===== config.mk =====
export PLATFORM = sky130hd
export DESIGN_NAME = trng_entropy_collector
export DESIGN_NICKNAME = d
export VERILOG_FILES = /design/src/rtl/trng_pkg.sv /design/src/rtl/trng_word_fifo.sv /design/src/rtl/trng_entropy_collector.sv
export SDC_FILE = /design/constraint.sdc
export NUM_CORES = 1
export LEC_CHECK = 0
export BUFFER_PORTS_ARGS = -buffer_cell sky130_fd_sc_hd__buf_4
export CORE_ASPECT_RATIO = 0.6
export CORE_MARGIN = 1
export CORE_UTILIZATION = 69
export CTS_BUF_LIST = sky130_fd_sc_hd__clkbuf_4
export DETAILED_ROUTE_END_ITERATION = 16
export GPL_ROUTABILITY_DRIVEN = 0
export PLACE_DENSITY_LB_ADDON = 0.3
export SLEW_MARGIN = 15
export SYNTH_ARGS = -nofsm -noshare
export SYNTH_HDL_FRONTEND = slang
export SYNTH_HIERARCHICAL = 1
export SYNTH_SLANG_ARGS = --single-unit

===== constraint.sdc =====
create_clock -name clk -period 17.4 [get_ports clk]
set_clock_uncertainty 0.15 [all_clocks]
set_input_delay 1.74 -clock clk [delete_from_list [all_inputs] [get_ports clk]]
set_output_delay 1.74 -clock clk [all_outputs]
set_load 0.005 [all_outputs]

===== src/rtl/trng_pkg.sv =====
// rtl/trng_pkg.sv - shared types and constants for the TRNG entropy collector
package trng_pkg;

  typedef enum logic [1:0] {ST_IDLE, ST_WARMUP, ST_RUN} coll_state_t;

  localparam logic       MODE_XOR      = 1'b0;
  localparam logic       MODE_RR       = 1'b1;
  localparam logic [5:0] HT_CUTOFF_MIN = 6'd2;

endpackage


===== src/rtl/trng_word_fifo.sv =====
// rtl/trng_word_fifo.sv - synchronous word FIFO; a push into a full FIFO only lands with a same-cycle pop
module trng_word_fifo #(
  parameter int WIDTH = 32,
  parameter int DEPTH = 8
) (
  input  logic                       clk,
  input  logic                       rst,
  input  logic                       push,
  input  logic [WIDTH-1:0]           push_data,
  input  logic                       pop,
  output logic [WIDTH-1:0]           head,
  output logic                       full,
  output logic                       empty,
  output logic [$clog2(DEPTH+1)-1:0] level
);
  import trng_pkg::*;

  localparam int AW = $clog2(DEPTH);
  localparam int LW = $clog2(DEPTH+1);

  logic [WIDTH-1:0] mem [DEPTH];
  logic [AW-1:0]    wr_ptr;
  logic [AW-1:0]    rd_ptr;
  logic             do_push;
  logic             do_pop;

  assign empty   = (level == '0);
  assign full    = (level == LW'(DEPTH));
  assign do_pop  = pop && !empty;
  assign do_push = push && (!full || do_pop);
  // Head reads as zero while empty so dout is clean after reset.
  assign head    = empty ? '0 : mem[rd_ptr];

  always_ff @(posedge clk) begin
    if (do_push) mem[wr_ptr] <= push_data;
  end

  always_ff @(posedge clk) begin
    if (rst) begin
      wr_ptr <= '0;
      rd_ptr <= '0;
      level  <= '0;
    end else begin
      if (do_push) wr_ptr <= wr_ptr + 1'b1;
      if (do_pop)  rd_ptr <= rd_ptr + 1'b1;
      if (do_push && !do_pop)      level <= level + 1'b1;
      else if (!do_push && do_pop) level <= level - 1'b1;
    end
  end

endmodule


===== src/rtl/trng_entropy_collector.sv =====
// rtl/trng_entropy_collector.sv - masked channel capture, XOR/round-robin combiner, repetition-count test, word packer
module trng_entropy_collector #(
  parameter int ANA_NUM     = 8,
  parameter int WORD_W      = 32,
  parameter int FIFO_DEPTH  = 8,
  parameter int WARMUP_BITS = 64
) (
  input  logic                            clk,
  input  logic                            rst,
  input  logic                            en,
  input  logic [ANA_NUM-1:0]              ch_mask,
  input  logic                            mode,
  input  logic [ANA_NUM-1:0]              ana_data,
  input  logic [ANA_NUM-1:0]              ana_vld,
  input  logic                            ht_en,
  input  logic [5:0]                      ht_cutoff,
  input  logic                            err_clr,
  output logic [WORD_W-1:0]               dout,
  output logic                            dout_vld,
  input  logic                            dout_rdy,
  output logic [$clog2(FIFO_DEPTH+1)-1:0] fifo_level,
  output logic                            overflow,
  output logic                            ht_err,
  output logic                            busy
);
  import trng_pkg::*;

  localparam int PTR_W  = (ANA_NUM > 1) ? $clog2(ANA_NUM) : 1;
  localparam int PCNT_W = $clog2(WORD_W);
  localparam int WCNT_W = $clog2(WARMUP_BITS + 2);

  coll_state_t       state;
  logic [ANA_NUM-1:0] mask_q;
  logic              mode_q;
  logic [ANA_NUM-1:0] pend;
  logic [ANA_NUM-1:0] held;
  logic [PTR_W-1:0]  rr_next;
  logic [5:0]        rct_cnt;
  logic              last_bit;
  logic [WORD_W-2:0] sh;
  logic [PCNT_W-1:0] pack_cnt;
  logic [WCNT_W-1:0] warm_cnt;

  logic              active;
  logic              bit_vld;
  logic              bit_val;
  logic [ANA_NUM-1:0] clr;
  logic [ANA_NUM-1:0] cap;
  logic [PTR_W-1:0]  rr_sel;
  logic [PTR_W-1:0]  idx;
  int                sum;
  logic [5:0]        cutoff_eff;
  logic [5:0]        rct_next;
  logic              rct_hit;
  logic              pack_bit;
  logic              push;
  logic [WORD_W-1:0] push_word;
  logic              fifo_full;
  logic              fifo_empty;

  assign active = en && (state != ST_IDLE);
  assign cap    = ana_vld & mask_q;

  // Bit source: XOR waits for every enabled channel, round-robin takes the first pending one.
  always_comb begin
    bit_vld = 1'b0;
    bit_val = 1'b0;
    clr     = '0;
    rr_sel  = rr_next;
    idx     = '0;
    sum     = 0;
    if (active) begin
      if (mode_q == MODE_XOR) begin
        if ((pend & mask_q) == mask_q) begin
          bit_vld = 1'b1;
          bit_val = ^(held & mask_q);
          clr     = mask_q;
        end
      end else begin
        for (int i = 0; i < ANA_NUM; i++) begin
          sum = int'(rr_next) + i;
          if (sum >= ANA_NUM) sum = sum - ANA_NUM;
          idx = PTR_W'(sum);
          if (!bit_vld && pend[idx]) begin
            bit_vld  = 1'b1;
            bit_val  = held[idx];
            clr[idx] = 1'b1;
            rr_sel   = idx;
          end
        end
      end
    end
  end

  assign cutoff_eff = (ht_cutoff < HT_CUTOFF_MIN) ? HT_CUTOFF_MIN : ht_cutoff;

  // A count of zero means no bit seen yet this session.
  always_comb begin
    rct_next = rct_cnt;
    rct_hit  = 1'b0;
    if (bit_vld) begin
      if (!ht_en) begin
        rct_next = 6'd1;
      end else begin
        rct_next = (rct_cnt != 6'd0 && bit_val == last_bit) ? rct_cnt + 6'd1 : 6'd1;
        if (rct_next >= cutoff_eff) begin
          rct_hit  = 1'b1;
          rct_next = 6'd1;
        end
      end
    end
  end

  assign pack_bit  = bit_vld && (state == ST_RUN);
  assign push      = pack_bit && (pack_cnt == PCNT_W'(WORD_W - 1));
  assign push_word = {bit_val, sh};

  trng_word_fifo #(.WIDTH(WORD_W), .DEPTH(FIFO_DEPTH)) u_fifo (
    .clk       (clk),
    .rst       (rst),
    .push      (push),
    .push_data (push_word),
    .pop       (dout_rdy),
    .head      (dout),
    .full      (fifo_full),
    .empty     (fifo_empty),
    .level     (fifo_level)
  );

  assign dout_vld = !fifo_empty;
  assign busy     = (state != ST_IDLE);

  always_ff @(posedge clk) begin
    if (rst) begin
      state    <= ST_IDLE;
      mask_q   <= '0;
      mode_q   <= MODE_XOR;
      pend     <= '0;
      held     <= '0;
      rr_next  <= '0;
      rct_cnt  <= '0;
      last_bit <= 1'b0;
      sh       <= '0;
      pack_cnt <= '0;
      warm_cnt <= '0;
      ht_err   <= 1'b0;
      overflow <= 1'b0;
    end else begin
      if (err_clr)      ht_err <= 1'b0;
      else if (rct_hit) ht_err <= 1'b1;

      if (err_clr)                                        overflow <= 1'b0;
      else if (push && fifo_full && !(dout_rdy && dout_vld)) overflow <= 1'b1;

      // A capture in the same cycle as a consume keeps the channel pending.
      if (active) begin
        pend <= (pend & ~clr) | cap;
        held <= (held & ~cap) | (ana_data & cap);
      end else begin
        pend <= '0;
      end

      if (bit_vld) begin
        last_bit <= bit_val;
        rct_cnt  <= rct_next;
        if (mode_q == MODE_RR)
          rr_next <= (rr_sel == PTR_W'(ANA_NUM - 1)) ? '0 : rr_sel + 1'b1;
      end

      case (state)
        ST_IDLE: begin
          pack_cnt <= '0;
          warm_cnt <= '0;
          rct_cnt  <= '0;
          if (en && |ch_mask) begin
            mask_q <= ch_mask;
            mode_q <= mode;
            state  <= (WARMUP_BITS == 0) ? ST_RUN : ST_WARMUP;
          end
        end
        ST_WARMUP: begin
          if (!en) begin
            state <= ST_IDLE;
          end else if (bit_vld) begin
            warm_cnt <= warm_cnt + 1'b1;
            if (warm_cnt == WCNT_W'(WARMUP_BITS - 1)) state <= ST_RUN;
          end
        end
        ST_RUN: begin
          if (!en) begin
            state    <= ST_IDLE;
            pack_cnt <= '0;
          end else if (pack_bit) begin
            sh       <= {bit_val, sh[WORD_W-2:1]};
            pack_cnt <= push ? '0 : pack_cnt + 1'b1;
          end
        end
        default: state <= ST_IDLE;
      endcase
    end
  end

endmodule

==> results by group, run 1 <==
Outcome
  – Outcome: finished, final reports clean

Floorplanning
  – Core ar.: about 22000 um^2
  – Die width: 197 um
  – I/O Pins: between 70 and 80
  – Number of core rows: 42
  – Die area: approximately 24000 um^2
  – Chip Height: 119 um
  – Starting density of the core: 71.0%

Synth
  – Yosys synthesis warning count: 6
  – Register area share after synthesis: between 60% and 70%
  – Cell taking the most area after synthesis: edfxtp_1
  – Distinct cells, synth: 75
  – Net Count, Synth: 1196
  – Number of enable flip-flop cells after synthesis: 256
  – Syn Inst Count: roughly 1100
  – Synth area leaders: edfxtp_1, mux4_2, dfxtp_1
  – Post-synth ARST share: 0%
  – Most used DFF post-synth: edfxtp_1
  – Post-Syn Area: ~16000 um^2
  – Top cell type's share of synthesized area: 48.7%
  – Synthesis-stage register bit count: 351
  – Mean Syn Cell Area: between 10 and 15 um^2

Clocking
  – TritonCTS buffer count: 77
  – Clk Latency, worst-skew pair: roughly 0.7 ns
  – CTS tree: yes
  – H-tree levels: 3
  – Setup Buffers After CTS: 0
  – Clock Root Buffer: clkbuf_4
  – CTS Sinks: 351
  – CTS clk-pin slew, worst paths: approximately 0.07 ns
  – Clock Path Buffers: 3
  – Post-CTS Hold Buffers: 0
  – Post-CTS resize count: 0

STA
  – Slew headroom: between 20% and 30%
  – Max-slew violation count: 0
  – Achievable frequency: between 0.1 and 0.15 GHz
  – RSZ-0062 raised after global routing: false
  – Fin crit period: ~7 ns
  – Final setup fails: 0
  – WHS: around 0.34 ns
  – Worst-Margin Slew: between 1 and 1.5 ns
  – Tcrit/Tclk final: 40.9%
  – Final hold violation count: 0
  – Sum Neg Setup Slack: 0 ns

Placed design
  – DP Area: around 17000 um^2
  – HPWL after DPL: 21800 um
  – Number of port buffers: between 70 and 80
  – DP Cell Count: between 1000 and 1500

Worst setup path
  – CP max-delay cell: ha_1
  – CP Cell Sequence: inv_1 > ha_1 > mux4_2 > mux2i_2 > nand2_1 > a21oi_4 > a211oi_1 > or3_4 > nand3_1 > nor2b_1 > nor3b_2 > ha_1 > nand2b_1 > a21o_1 > a211oi_1 > o31ai_1 > nor2_1 > nand2_1 > or4_1 > o211ai_1 > o2bb2ai_1
  – Crit Path Class: flop to flop
  – CP Capture Type: flop
  – Arrival time worst endpoint: about 7.6 ns
  – CP Launch Type: flop
  – Crit path buffers/inverters: 1
  – Worst EP required: approximately 18 ns
  – Max stage delay on crit path: a little under 1 ns
  – Critical Path Fanout Max: 23
  – Delay-heaviest family, CP: simple AND/OR/NAND/NOR gates

Routing
  – Post-DR wirelength/cell: between 20 and 25 um
  – Drt pass-1 iters: 6
  – First DRT Iteration DRCs: between 1000 and 1500
  – Via-per-instance ratio: between 6 and 7
  – Vias: 10500
  – Detailed Route WL: roughly 36000 um
  – DRC Markers: 0
  – Antenna-violating nets left: 0

Global route
  – Total congestion overflow: 0
  – Number of global-route vias before repair: 10000
  – GRT Total Usage: around a third
  – Largest net degree at the start of global routing: slightly below 80
  – Global-route wire length before repair: approximately 55000 um
  – Antenna violations before repair: 0

Final layout
  – Non-Filler Instances: 1618
  – Commonest cells after routing, fill and taps aside: edfxtp_1, clkbuf_4, nand2_1
  – # fillers: between 1000 and 1500
  – Fin nets: between 1000 and 1500
  – Post-layout util: 79.6%
  – # diodes: 0
  – Area grow syn2layout: 12.1%
  – Ratio of cells with drive above 1 in the final layout: around a quarter
  – Final instance area: approximately 18000 um^2
  – Commonest non-fill, non-tap cell in the layout: edfxtp_1

Worst hold path
  – Hold Path Class: flop to flop

Pwr
  – Lkg Pwr: 6.54 nW
  – Pwr dens: around 100 nW/um^2
  – Maximum vdd drop: about 0.00008 V

Flow run
  – Maxcap violations: 0
-- layer usage --
| layer | part of all wire [%] | global-route usage, % | up-vias |
|---|---|---|---|
| met5 | 0 | 0 | - |
| met4 | 1.6 | 9.59 | 0 |
| met3 | 13 | 10.2 | 66 |
| met2 | 42 | 42.2 | 652 |
| met1 | 43 | 48.9 | 5147 |
| li1 | - | - | 4626 |
-- sequential cells by signal (all words and copies together) (netlist names), named ones only --
register,flops
state,2
rct_cnt,6
ht_err,1
u_fifo/wr_ptr,3
u_fifo/rd_ptr,3
mask_q,8
mode_q,1
overflow,1
sh,31
rr_next,3
warm_cnt,7
pack_cnt,5
pend,8
last_bit,1
u_fifo/mem,256
u_fifo/level,4
-- final timing paths --
kind,depth (start not counted),slack [ns],end,from
worst max-delay path,21,10.28,rct_cnt[2],rr_next[1]
worst min-delay path,2,0.34,last_bit,last_bit
worst max register to register,21,10.28,rct_cnt[2],rr_next[1]
worst min register to register,2,0.34,last_bit,last_bit
-- final cells by class --
type                       instances  area [um^2]  share of cell area (%)
clock buffer                     128          961                    5.43
clock inverter                    15         82.6                   0.467
inverter                          31          116                   0.658
multi-input combinational        692         5860                    33.1
sequential                       351         9600                    54.2
tap                              308          385                    2.18
timing repair buffer              93          698                    3.95
-- cells by family (layout without fill, tap and decap cells) --
kind of cell	Yosys count	count (layout)	share of synthesized area (%)
buf+inv	91	267	2.52
compound gates	168	168	7.05
simple gates	318	318	9.49
mux	156	156	16.7
flops	351	351	60.7
xor+xnor	25	25	1.48
fa+ha+maj	25	25	2.03
-- worst register-to-register path, stage by stage (launching register included) --
cell,delay (ns)
dfxtp_1,0.92
inv_1,0.24
ha_1,0.97
mux4_2,0.50
mux2i_2,0.33
nand2_1,0.20
a21oi_4,0.31
a211oi_1,0.14
or3_4,0.39
nand3_1,0.12
nor2b_1,0.50
nor3b_2,0.28
ha_1,0.24
nand2b_1,0.14
a21o_1,0.18
a211oi_1,0.29
o31ai_1,0.19
nor2_1,0.17
nand2_1,0.08
or4_1,0.43
o211ai_1,0.17
o2bb2ai_1,0.13
-- where the power goes --
group	internal (mW)	leakage, nW	switching, mW
Combinational	0.0938	2.28	0.125
Sequential	0.894	3.63	0.0219
Clock	0.347	0.633	0.309
-- cells in the mapped netlist, types with 5 or more instances --
| cell | instances |
|---|---|
| xnor2_1 | 12 |
| and3_1 | 7 |
| mux4_2 | 85 |
| xor2_1 | 11 |
| dfxtp_1 | 95 |
| a31oi_1 | 8 |
| o22ai_1 | 7 |
| nand2_1 | 124 |
| nand2b_1 | 9 |
| clkbuf_1 | 23 |
| nor2_1 | 90 |
| buf_2 | 20 |
| inv_1 | 31 |
| o21ai_0 | 25 |
| nor4_1 | 7 |
| a21oi_1 | 60 |
| edfxtp_1 | 256 |
| a21boi_0 | 13 |
| a211oi_1 | 5 |
| a311oi_1 | 9 |
| buf_1 | 10 |
| nor3_1 | 12 |
| nand3_1 | 16 |
| mux2i_1 | 66 |
| nor2b_1 | 7 |
| nand4_1 | 15 |
| ha_1 | 24 |
-- per-stage QoR --
step | worst slack, ns | power [mW]
after global routing | 9.83 | 1.87
after floorplan | 11.28 | 1.08
after CTS | 10.41 | 1.81
after global placement | 10.78 | 1.15
after detailed placement | 10.44 | 1.16
final | 10.28 | 1.79
(Power assumes the default switching activity.)
==> inputs of run 2 (changes only) <==
--- a/config.mk
+++ b/config.mk
@@ -5,10 +5,11 @@
 export SDC_FILE = /design/constraint.sdc
 export NUM_CORES = 1
 export LEC_CHECK = 0
+export ABC_AREA = 1
 export BUFFER_PORTS_ARGS = -buffer_cell sky130_fd_sc_hd__buf_4
 export CORE_ASPECT_RATIO = 0.6
 export CORE_MARGIN = 1
-export CORE_UTILIZATION = 69
+export CORE_UTILIZATION = 64
 export CTS_BUF_LIST = sky130_fd_sc_hd__clkbuf_4
 export DETAILED_ROUTE_END_ITERATION = 16
 export GPL_ROUTABILITY_DRIVEN = 0
==> constraint.sdc (replaced) <==
create_clock -name clk -period 7.4 [get_ports clk]
set_clock_uncertainty 0.15 [all_clocks]
set_input_delay 0.74 -clock clk [delete_from_list [all_inputs] [get_ports clk]]
set_output_delay 0.74 -clock clk [all_outputs]
set_load 0.005 [all_outputs]
==> run 2 against run 1 <==
Against the previous run:
- synthesized cell count is 76% higher
- die area grew 16%
- fmax is 20% higher
- sequential power grew 140%
- non-clock buffer count fell by 4
- register-to-register slack worse by 8.8 ns
- clock power increased to 2.6 times the previous value
- count of clock-buffer cells in the layout down 4
- total power rose to 2.7 times the previous value
- core utilization decreased by 5.7 points
- via count grew 35%
- largest cell class unchanged
- largest power group unchanged
==> results by group, run 2 <==
Synth
  – Syn Inst Count: 1995 (was 1134)
  – Largest family of logic cells by synthesized area: simple AND/OR/NAND/NOR gates (was multiplexers)
  – Mean Syn Cell Area: 8.53 um^2 (was 13.9 um^2)
  – Post-Synth Adder-Cell Area: 1.88% (was 2.03%)
  – Cell taking the most area after synthesis: edfxtp_1 (unchanged)
  – Most used DFF post-synth: edfxtp_1 (unchanged)
  – Post-synthesis mux area share: 0% (was 16.7%)
  – Top-count cell post-synth: nand2_1 (was edfxtp_1)
  – Register area share after synthesis: 56.3% (was 60.7%)
  – Top cell type's share of synthesized area: 45.2% (was 48.7%)
  – Net Count, Synth: 2057 (was 1196)
  – XOR/XNOR share of the synthesized area: 0.772% (was 1.48%)
  – Compound-Gate Fraction of Synth Area: 5.91% (was 7.05%)
  – Commonest cells in the netlist: nand2_1, edfxtp_1, inv_1 (was edfxtp_1, nand2_1, dfxtp_1)
  – Simple-gate portion of the synthesized area: 27.2% (was 9.49%)
  – Number of enable flip-flop cells after synthesis: 256 (unchanged)
  – Distinct cells, synth: 46 (was 75)
  – Yosys synthesis warning count: 6 (unchanged)
  – Post-synth ARST share: 0% (unchanged)
  – Post-Syn Area: 17000 um^2 (was 15800 um^2)
  – Synthesis-stage register bit count: 351 (unchanged)
  – Synth area leaders: edfxtp_1, nand2_1, dfxtp_1 (was edfxtp_1, mux4_2, dfxtp_1)

Routing
  – Vias: 14200 (was 10500)
  – DRC Markers: 0 (unchanged)
  – First DRT Iteration DRCs: 1893 (was 1205)
  – Post-DR wirelength/cell: 17.1 um (was 22.0 um)
  – Detailed Route WL: 42800 um (was 35600 um)
  – Via-per-instance ratio: 5.65 (was 6.48)
  – Drt pass-1 iters: 8 (was 6)
  – Antenna-violating nets left: 0 (unchanged)

STA
  – Worst-Margin Slew: 1.15 ns (was 1.16 ns)
  – Fin crit period: 5.94 ns (was 7.12 ns)
  – Final setup fails: 0 (unchanged)
  – Achievable frequency: 0.168 GHz (was 0.140 GHz)
  – Sum Neg Setup Slack: 0 ns (unchanged)
  – Slew headroom: 23.3% (was 22.7%)
  – WHS: 0.124 ns (was 0.344 ns)
  – Max-slew violation count: 0 (unchanged)
  – Final hold violation count: 0 (unchanged)
  – Tcrit/Tclk final: 80.3% (was 40.9%)
  – RSZ-0062 raised after global routing: false (unchanged)

Global route
  – Global-route wire length before repair: 67000 um (was 55200 um)
  – Antenna violations before repair: 1 (was 0)
  – Total congestion overflow: 0 (unchanged)
  – Number of global-route vias before repair: 13000 (was 10000)
  – GRT Total Usage: 31.9% (was 31.4%)
  – Largest net degree at the start of global routing: 82 (was 78)

Final layout
  – Commonest non-fill, non-tap cell in the layout: nand2_1 (was edfxtp_1)
  – Max FFs per register: 256 (unchanged)
  – Largest registers: u_fifo/mem (256), sh (31) (unchanged)
  – Commonest cells after routing, fill and taps aside: nand2_1, edfxtp_1, inv_1 (was edfxtp_1, clkbuf_4, nand2_1)
  – Largest register by flop count: u_fifo/mem (unchanged)
  – Register area: 9600 um^2 (unchanged)
  – Ratio of cells with drive above 1 in the final layout: 13.0% (was 26.5%)
  – Fin nets: 2145 (was 1308)
  – # fillers: 1875 (was 1290)
  – Area grow syn2layout: 11.5% (was 12.1%)
  – Final instance area: 19000 um^2 (was 17700 um^2)
  – Area occupied by multi-input gates: 6160 um^2 (was 5860 um^2)
  – Non-Filler Instances: 2504 (was 1618)

Worst setup path
  – CP Launch Type: flop (unchanged)
  – Reg-to-reg slack, setup: 1.46 ns (was 10.28 ns)
  – Critical Path Stages: 28 (was 21)
  – Delay-heaviest family, CP: simple AND/OR/NAND/NOR gates (unchanged)
  – Most Frequent Cell on Critical Path: nor2_1
  – Worst reg2reg path depth: 28 (was 21)
  – CP Capture Type: flop (unchanged)
  – Crit path from: rr_next[1] (unchanged)
  – Max stage delay on crit path: 0.64 ns (was 0.97 ns)
  – Worst EP required: 7.91 ns (was 17.90 ns)
  – Critical R2R Launch: rr_next[1] (unchanged)
  – R2r endpoint: rct_cnt[1] (was rct_cnt[2])
  – Crit path buffers/inverters: 4 (was 1)
  – Critical Path Fanout Max: 20 (was 23)
  – Arrival time worst endpoint: 6.45 ns (was 7.62 ns)
  – CP Capture Point: rct_cnt[1] (was rct_cnt[2])
  – CP max-delay cell: dfxtp_1 (was ha_1)
  – Crit Path Class: flop to flop (unchanged)

Clocking
  – Clk Latency, worst-skew pair: 0.76 ns (was 0.72 ns)
  – TritonCTS buffer count: 80 (was 77)
  – Clock Root Buffer: clkbuf_4 (unchanged)
  – Post-CTS resize count: 0 (unchanged)
  – CTS Sinks: 351 (unchanged)
  – Setup Buffers After CTS: 0 (unchanged)
  – Post-CTS Hold Buffers: 0 (unchanged)
  – CTS tree: yes (unchanged)
  – CTS clk-pin slew, worst paths: 0.07 ns (about the same)
  – H-tree levels: 3 (unchanged)
  – Clock Path Buffers: 3 (unchanged)

Placed design
  – Number of port buffers: 76 (unchanged)
  – HPWL after DPL: 26200 um (was 21800 um)
  – DP Area: 17700 um^2 (was 16700 um^2)
  – DP Cell Count: 2349 (was 1475)

Pwr
  – Maximum vdd drop: 0.000189 V (was 0.0000817 V)
  – Comb power frac: 20.6% (was 12.2%)
  – Sequential power share: 44.9% (was 51.1%)
  – Psw: 1.53 mW (was 456 uW)
  – Switch share: 31.6% (was 25.5%)
  – Pwr dens: 256 nW/um^2 (was 101 nW/um^2)
  – Lkg Pwr: 8.23 nW (was 6.54 nW)
  – Clock Power Share: 34.5% (was 36.6%)
  – P_int: 3.32 mW (was 1.33 mW)

Floorplanning
  – Starting density of the core: 66.3% (was 71.0%)
  – Chip Height: 128 um (was 119 um)
  – Number of core rows: 45 (was 42)
  – Core ar.: 25700 um^2 (was 22200 um^2)
  – I/O Pins: 77 (unchanged)
  – Die width: 213 um (was 197 um)
  – Die area: 27300 um^2 (was 23500 um^2)

Worst hold path
  – Hold Path Class: input port to flop (was flop to flop)

Flow run
  – Maxcap violations: 0 (unchanged)

Outcome
  – Outcome: finished, final reports clean (unchanged)
run 2: cell count changes in the layout (fill, tap and decap cells not counted), sizes merged, moves of 12 or more:
cell | before | now
nor2 | 91 | 135
nand3 | 16 | 189
o21ai | 25 | 53
a21oi | 63 | 105
nand2 | 124 | 725
a21boi | 13 | 1
mux2i | 67 | 0
inv | 34 | 234
clkinv | 11 | 24
mux4 | 85 | 0
run 2: through the flow:
stage	total power [mW]	utilization (%)	worst slack (ns)
after floorplan	2.91	-	2.79
after global placement	3.16	69.1	1.98
after detailed placement	3.19	69.1	1.67
after CTS	4.85	73.5	1.63
after global routing	5.09	73.9	0.987
final	4.85	73.9	1.46
run 2: worst min-delay path: cells and delay by family:
kind                   cells  cell delay [ns]
buffers and inverters      1             0.12
and+or+nand+nor            1             0.07
AOI/OAI and AO/OA          1             0.06
run 2: cells by family after synthesis:
family	count (synthesis)
simple gates	1096
flops	351
buf+inv	322
compound gates	186
fa+ha+maj	25
xor+xnor	15
run 2: area by class of cell:
cell class	instances	share of cell area, %
antenna	2	0.0264
timing repair buffer	89	3.86
inverter	239	4.77
multi-input combinational	1322	32.4
clock buffer	124	4.90
sequential	351	50.6
tap	352	2.32
clock inverter	25	1.12
run 2: worst min path at each step:
stage | start | to | slack [ns] | cells after the start
after floorplan | warm_cnt[4] | warm_cnt[4] | 0.27 | 2
after global placement | warm_cnt[4] | warm_cnt[4] | 0.28 | 2
after detailed placement | warm_cnt[4] | warm_cnt[4] | 0.28 | 2
after CTS | ana_data[0] | flop | 0.09 | 3
after global routing | ana_vld[6] | pend[6] | 0.11 | 3
final | ana_vld[6] | pend[6] | 0.12 | 3
run 2: routing by layer:
| layer | GRT usage (%) | routed length [um] |
|---|---|---|
| met2 | 44.8 | 17800 |
| met3 | 11.0 | 5970 |
| met1 | 46.8 | 18300 |
| met4 | 9.14 | 749 |
| met5 | 1.55 | 0 |
run 2: power groups by stage:
stage | registers, mW | clock network (mW) | logic, mW
4_1_cts | 2.18 | 1.70 | 0.970
5_1_grt | 2.19 | 1.80 | 1.10
3_5_place_dp | 2.22 | 0 | 0.966
2_1_floorplan | 2.17 | 0 | 0.731
6_report | 2.18 | 1.68 | 0.998
3_3_place_gp | 2.22 | 0 | 0.940
==> inputs of run 3 (changes only) <==
==> constraint.sdc (replaced) <==
create_clock -name clk -period 6.2 [get_ports clk]
set_clock_uncertainty 0.15 [all_clocks]
set_input_delay 0.62 -clock clk [delete_from_list [all_inputs] [get_ports clk]]
set_output_delay 0.62 -clock clk [all_outputs]
set_load 0.005 [all_outputs]
==> run 3 against run 2 <==
Against the previous run:
- cell count is 1.4% higher
- register-to-register slack worse by 0.91 ns
- total power is 18% higher
- first-iteration DRC count is 4.6% higher
- critical endpoint unchanged
- flip-flop and latch count stayed put
- fmax is 5.1% higher
- critical path depth is 1 higher
- die area stayed put
==> results by group, run 3 (synthesis results as in run 2) <==
Final layout
  – Commonest cells after routing, fill and taps aside: nand2_1, edfxtp_1, inv_1 (unchanged)
  – Largest registers: u_fifo/mem (256), sh (31) (unchanged)
  – Post-layout util: 74.8% (was 73.9%)
  – Largest register by flop count: u_fifo/mem (unchanged)
  – Ratio of cells with drive above 1 in the final layout: 13.1% (was 13.0%)
  – Max FFs per register: 256 (unchanged)
  – Commonest non-fill, non-tap cell in the layout: nand2_1 (unchanged)
  – Non-Filler Instances: 2539 (was 2504)
  – # fillers: 1834 (was 1875)
  – Fin nets: 2179 (was 2145)
  – Area grow syn2layout: 12.8% (was 11.5%)

Clocking
  – CTS Sinks: 351 (unchanged)
  – Clk Latency, worst-skew pair: 0.78 ns (was 0.76 ns)
  – CTS clk-pin slew, worst paths: 0.07 ns (about the same)
  – Clock Path Buffers: 3 (unchanged)
  – CTS tree: yes (unchanged)
  – TritonCTS buffer count: 80 (unchanged)
  – Clock Root Buffer: clkbuf_4 (unchanged)
  – H-tree levels: 3 (unchanged)

Worst setup path
  – Max stage delay on crit path: 0.50 ns (was 0.64 ns)
  – Reg-to-reg slack, setup: 0.54 ns (was 1.46 ns)
  – Crit Path Class: flop to flop (unchanged)
  – CP Capture Point: rct_cnt[1] (unchanged)
  – Critical Path Fanout Max: 20 (unchanged)
  – Crit path from: rr_next[1] (unchanged)
  – Most Frequent Cell on Critical Path: nor2_1 (unchanged)
  – CP Capture Type: flop (unchanged)
  – Worst reg2reg path depth: 29 (was 28)
  – Critical R2R Launch: rr_next[1] (unchanged)
  – Arrival time worst endpoint: 6.19 ns (was 6.45 ns)
  – CP max-delay cell: ha_2 (was dfxtp_1)
  – Worst EP required: 6.73 ns (was 7.91 ns)
  – R2r endpoint: rct_cnt[1] (unchanged)
  – CP Launch Type: flop (unchanged)

STA
  – RSZ-0062 raised after global routing: false (unchanged)
  – Slew headroom: 24.6% (was 23.3%)
  – Sum Neg Setup Slack: 0 ns (unchanged)
  – Setup slack after layout: 0.542 ns (was 1.46 ns)
  – Final setup fails: 0 (unchanged)
  – Fin crit period: 5.66 ns (was 5.94 ns)
  – Achievable frequency: 0.177 GHz (was 0.168 GHz)
  – Max-slew violation count: 0 (unchanged)
  – Tcrit/Tclk final: 91.3% (was 80.3%)
  – Final hold violation count: 0 (unchanged)
  – Worst-Margin Slew: 1.13 ns (was 1.15 ns)

Floorplanning
  – Die width: 213 um (unchanged)
  – Die area: 27300 um^2 (unchanged)
  – Core ar.: 25700 um^2 (unchanged)
  – Chip Height: 128 um (unchanged)
  – Starting density of the core: 66.3% (unchanged)
  – Number of core rows: 45 (unchanged)
  – I/O Pins: 77 (unchanged)

Routing
  – Vias: 14500 (was 14200)
  – First DRT Iteration DRCs: 1981 (was 1893)
  – Post-DR wirelength/cell: 17.4 um (was 17.1 um)
  – Drt pass-1 iters: 8 (unchanged)
  – Antenna-violating nets left: 0 (unchanged)
  – Via-per-instance ratio: 5.72 (was 5.65)
  – Detailed Route WL: 44300 um (was 42800 um)
  – DRC Markers: 0 (unchanged)

Global route
  – Met2 Use GR: 49.3% (was 44.8%)
  – Largest net degree at the start of global routing: 95 (was 82)
  – Total congestion overflow: 0 (unchanged)
  – Most used routing layer: met2 (was met1)
  – Routing usage on met3: 10.9% (was 11.0%)
  – Global-route wire length before repair: 70100 um (was 67000 um)
  – Met1 Use GR: 46.6% (was 46.8%)
  – Number of global-route vias before repair: 13600 (was 13000)
  – Antenna violations before repair: 2 (was 1)
  – GRT Total Usage: 33.4% (was 31.9%)

Pwr
  – Overall power: 5.73 mW (was 4.85 mW)
  – Lkg Pwr: 8.34 nW (was 8.23 nW)
  – Pwr dens: 298 nW/um^2 (was 256 nW/um^2)
  – Maximum vdd drop: 0.000236 V (was 0.000189 V)

Placed design
  – Number of port buffers: 76 (unchanged)
  – Post-Place Setup Slack: 0.662 ns (was 1.67 ns)
  – DP Cell Count: 2360 (was 2349)
  – HPWL after DPL: 26500 um (was 26200 um)

Worst hold path
  – Hold Path Class: input port to flop (unchanged)

Outcome
  – Outcome: finished, final reports clean (unchanged)

Flow run
  – Maxcap violations: 0 (unchanged)
## run 3: cell type report
| cell class | count | area (um^2) | share of cell area, % |
|---|---|---|---|
| clock buffers | 125 | 938 | 4.89 |
| clock inverters | 24 | 146 | 0.763 |
| repair buffers | 123 | 1000 | 5.23 |
| multi-input cells | 1322 | 6160 | 32.1 |
| flip-flops and latches | 351 | 9600 | 50.0 |
| inverters | 239 | 906 | 4.72 |
| well taps | 352 | 440 | 2.29 |
| diodes | 3 | 7.51 | 0.0391 |
## run 3: per-layer routing
metal  wire [um]  vias to the layer above
met5           0                        -
met4        1080                        0
met3        5720                      131
met2       19200                      914
met1       18300                     6676
li1            -                     6790
## run 3: how the worst min path moves through the flow
stage | start | slack (ns) | cells past startpoint | end
2_1_floorplan | warm_cnt[4] | 0.27 | 2 | warm_cnt[4]
4_1_cts | ch_mask[6] | 0.005 | 3 | mask_q[6]
6_report | ch_mask[6] | 0.05 | 3 | mask_q[6]
3_5_place_dp | warm_cnt[4] | 0.30 | 2 | warm_cnt[4]
5_1_grt | ch_mask[1] | 0.04 | 3 | mask_q[1]
3_3_place_gp | warm_cnt[4] | 0.28 | 2 | warm_cnt[4]
## run 3: critical path, delay by kind of cell (launching register included)
family | cells | cell delay [ns]
AOI/OAI and AO/OA | 6 | 0.93
adders and majority gates | 2 | 0.78
buffers and inverters | 5 | 1.20
DFF | 1 | 0.30
and+or+nand+nor | 16 | 2.22
## run 3: what timing repair did
action | 4_1_cts | 5_1_grt
hold buffers | 27 | 0
gates resized for setup | 0 | 1
setup endpoints to repair | 0 | 1
setup buffers | 0 | 0
hold endpoints to repair | 25 | 0
## run 3: power by group
group,switching [mW],leakage [nW],internal (mW)
logic,0.837,4.04,0.375
registers,0.0685,3.65,2.52
clock network,0.927,0.644,1.00
## run 3: stage by stage
step,hold WS (ns),instance area (um^2)
global route,0.0360,19200
detailed placement,0.297,17800
finish,0.0461,19200
global placement,0.281,17800
floorplan,0.271,17000
CTS,0.00519,19200
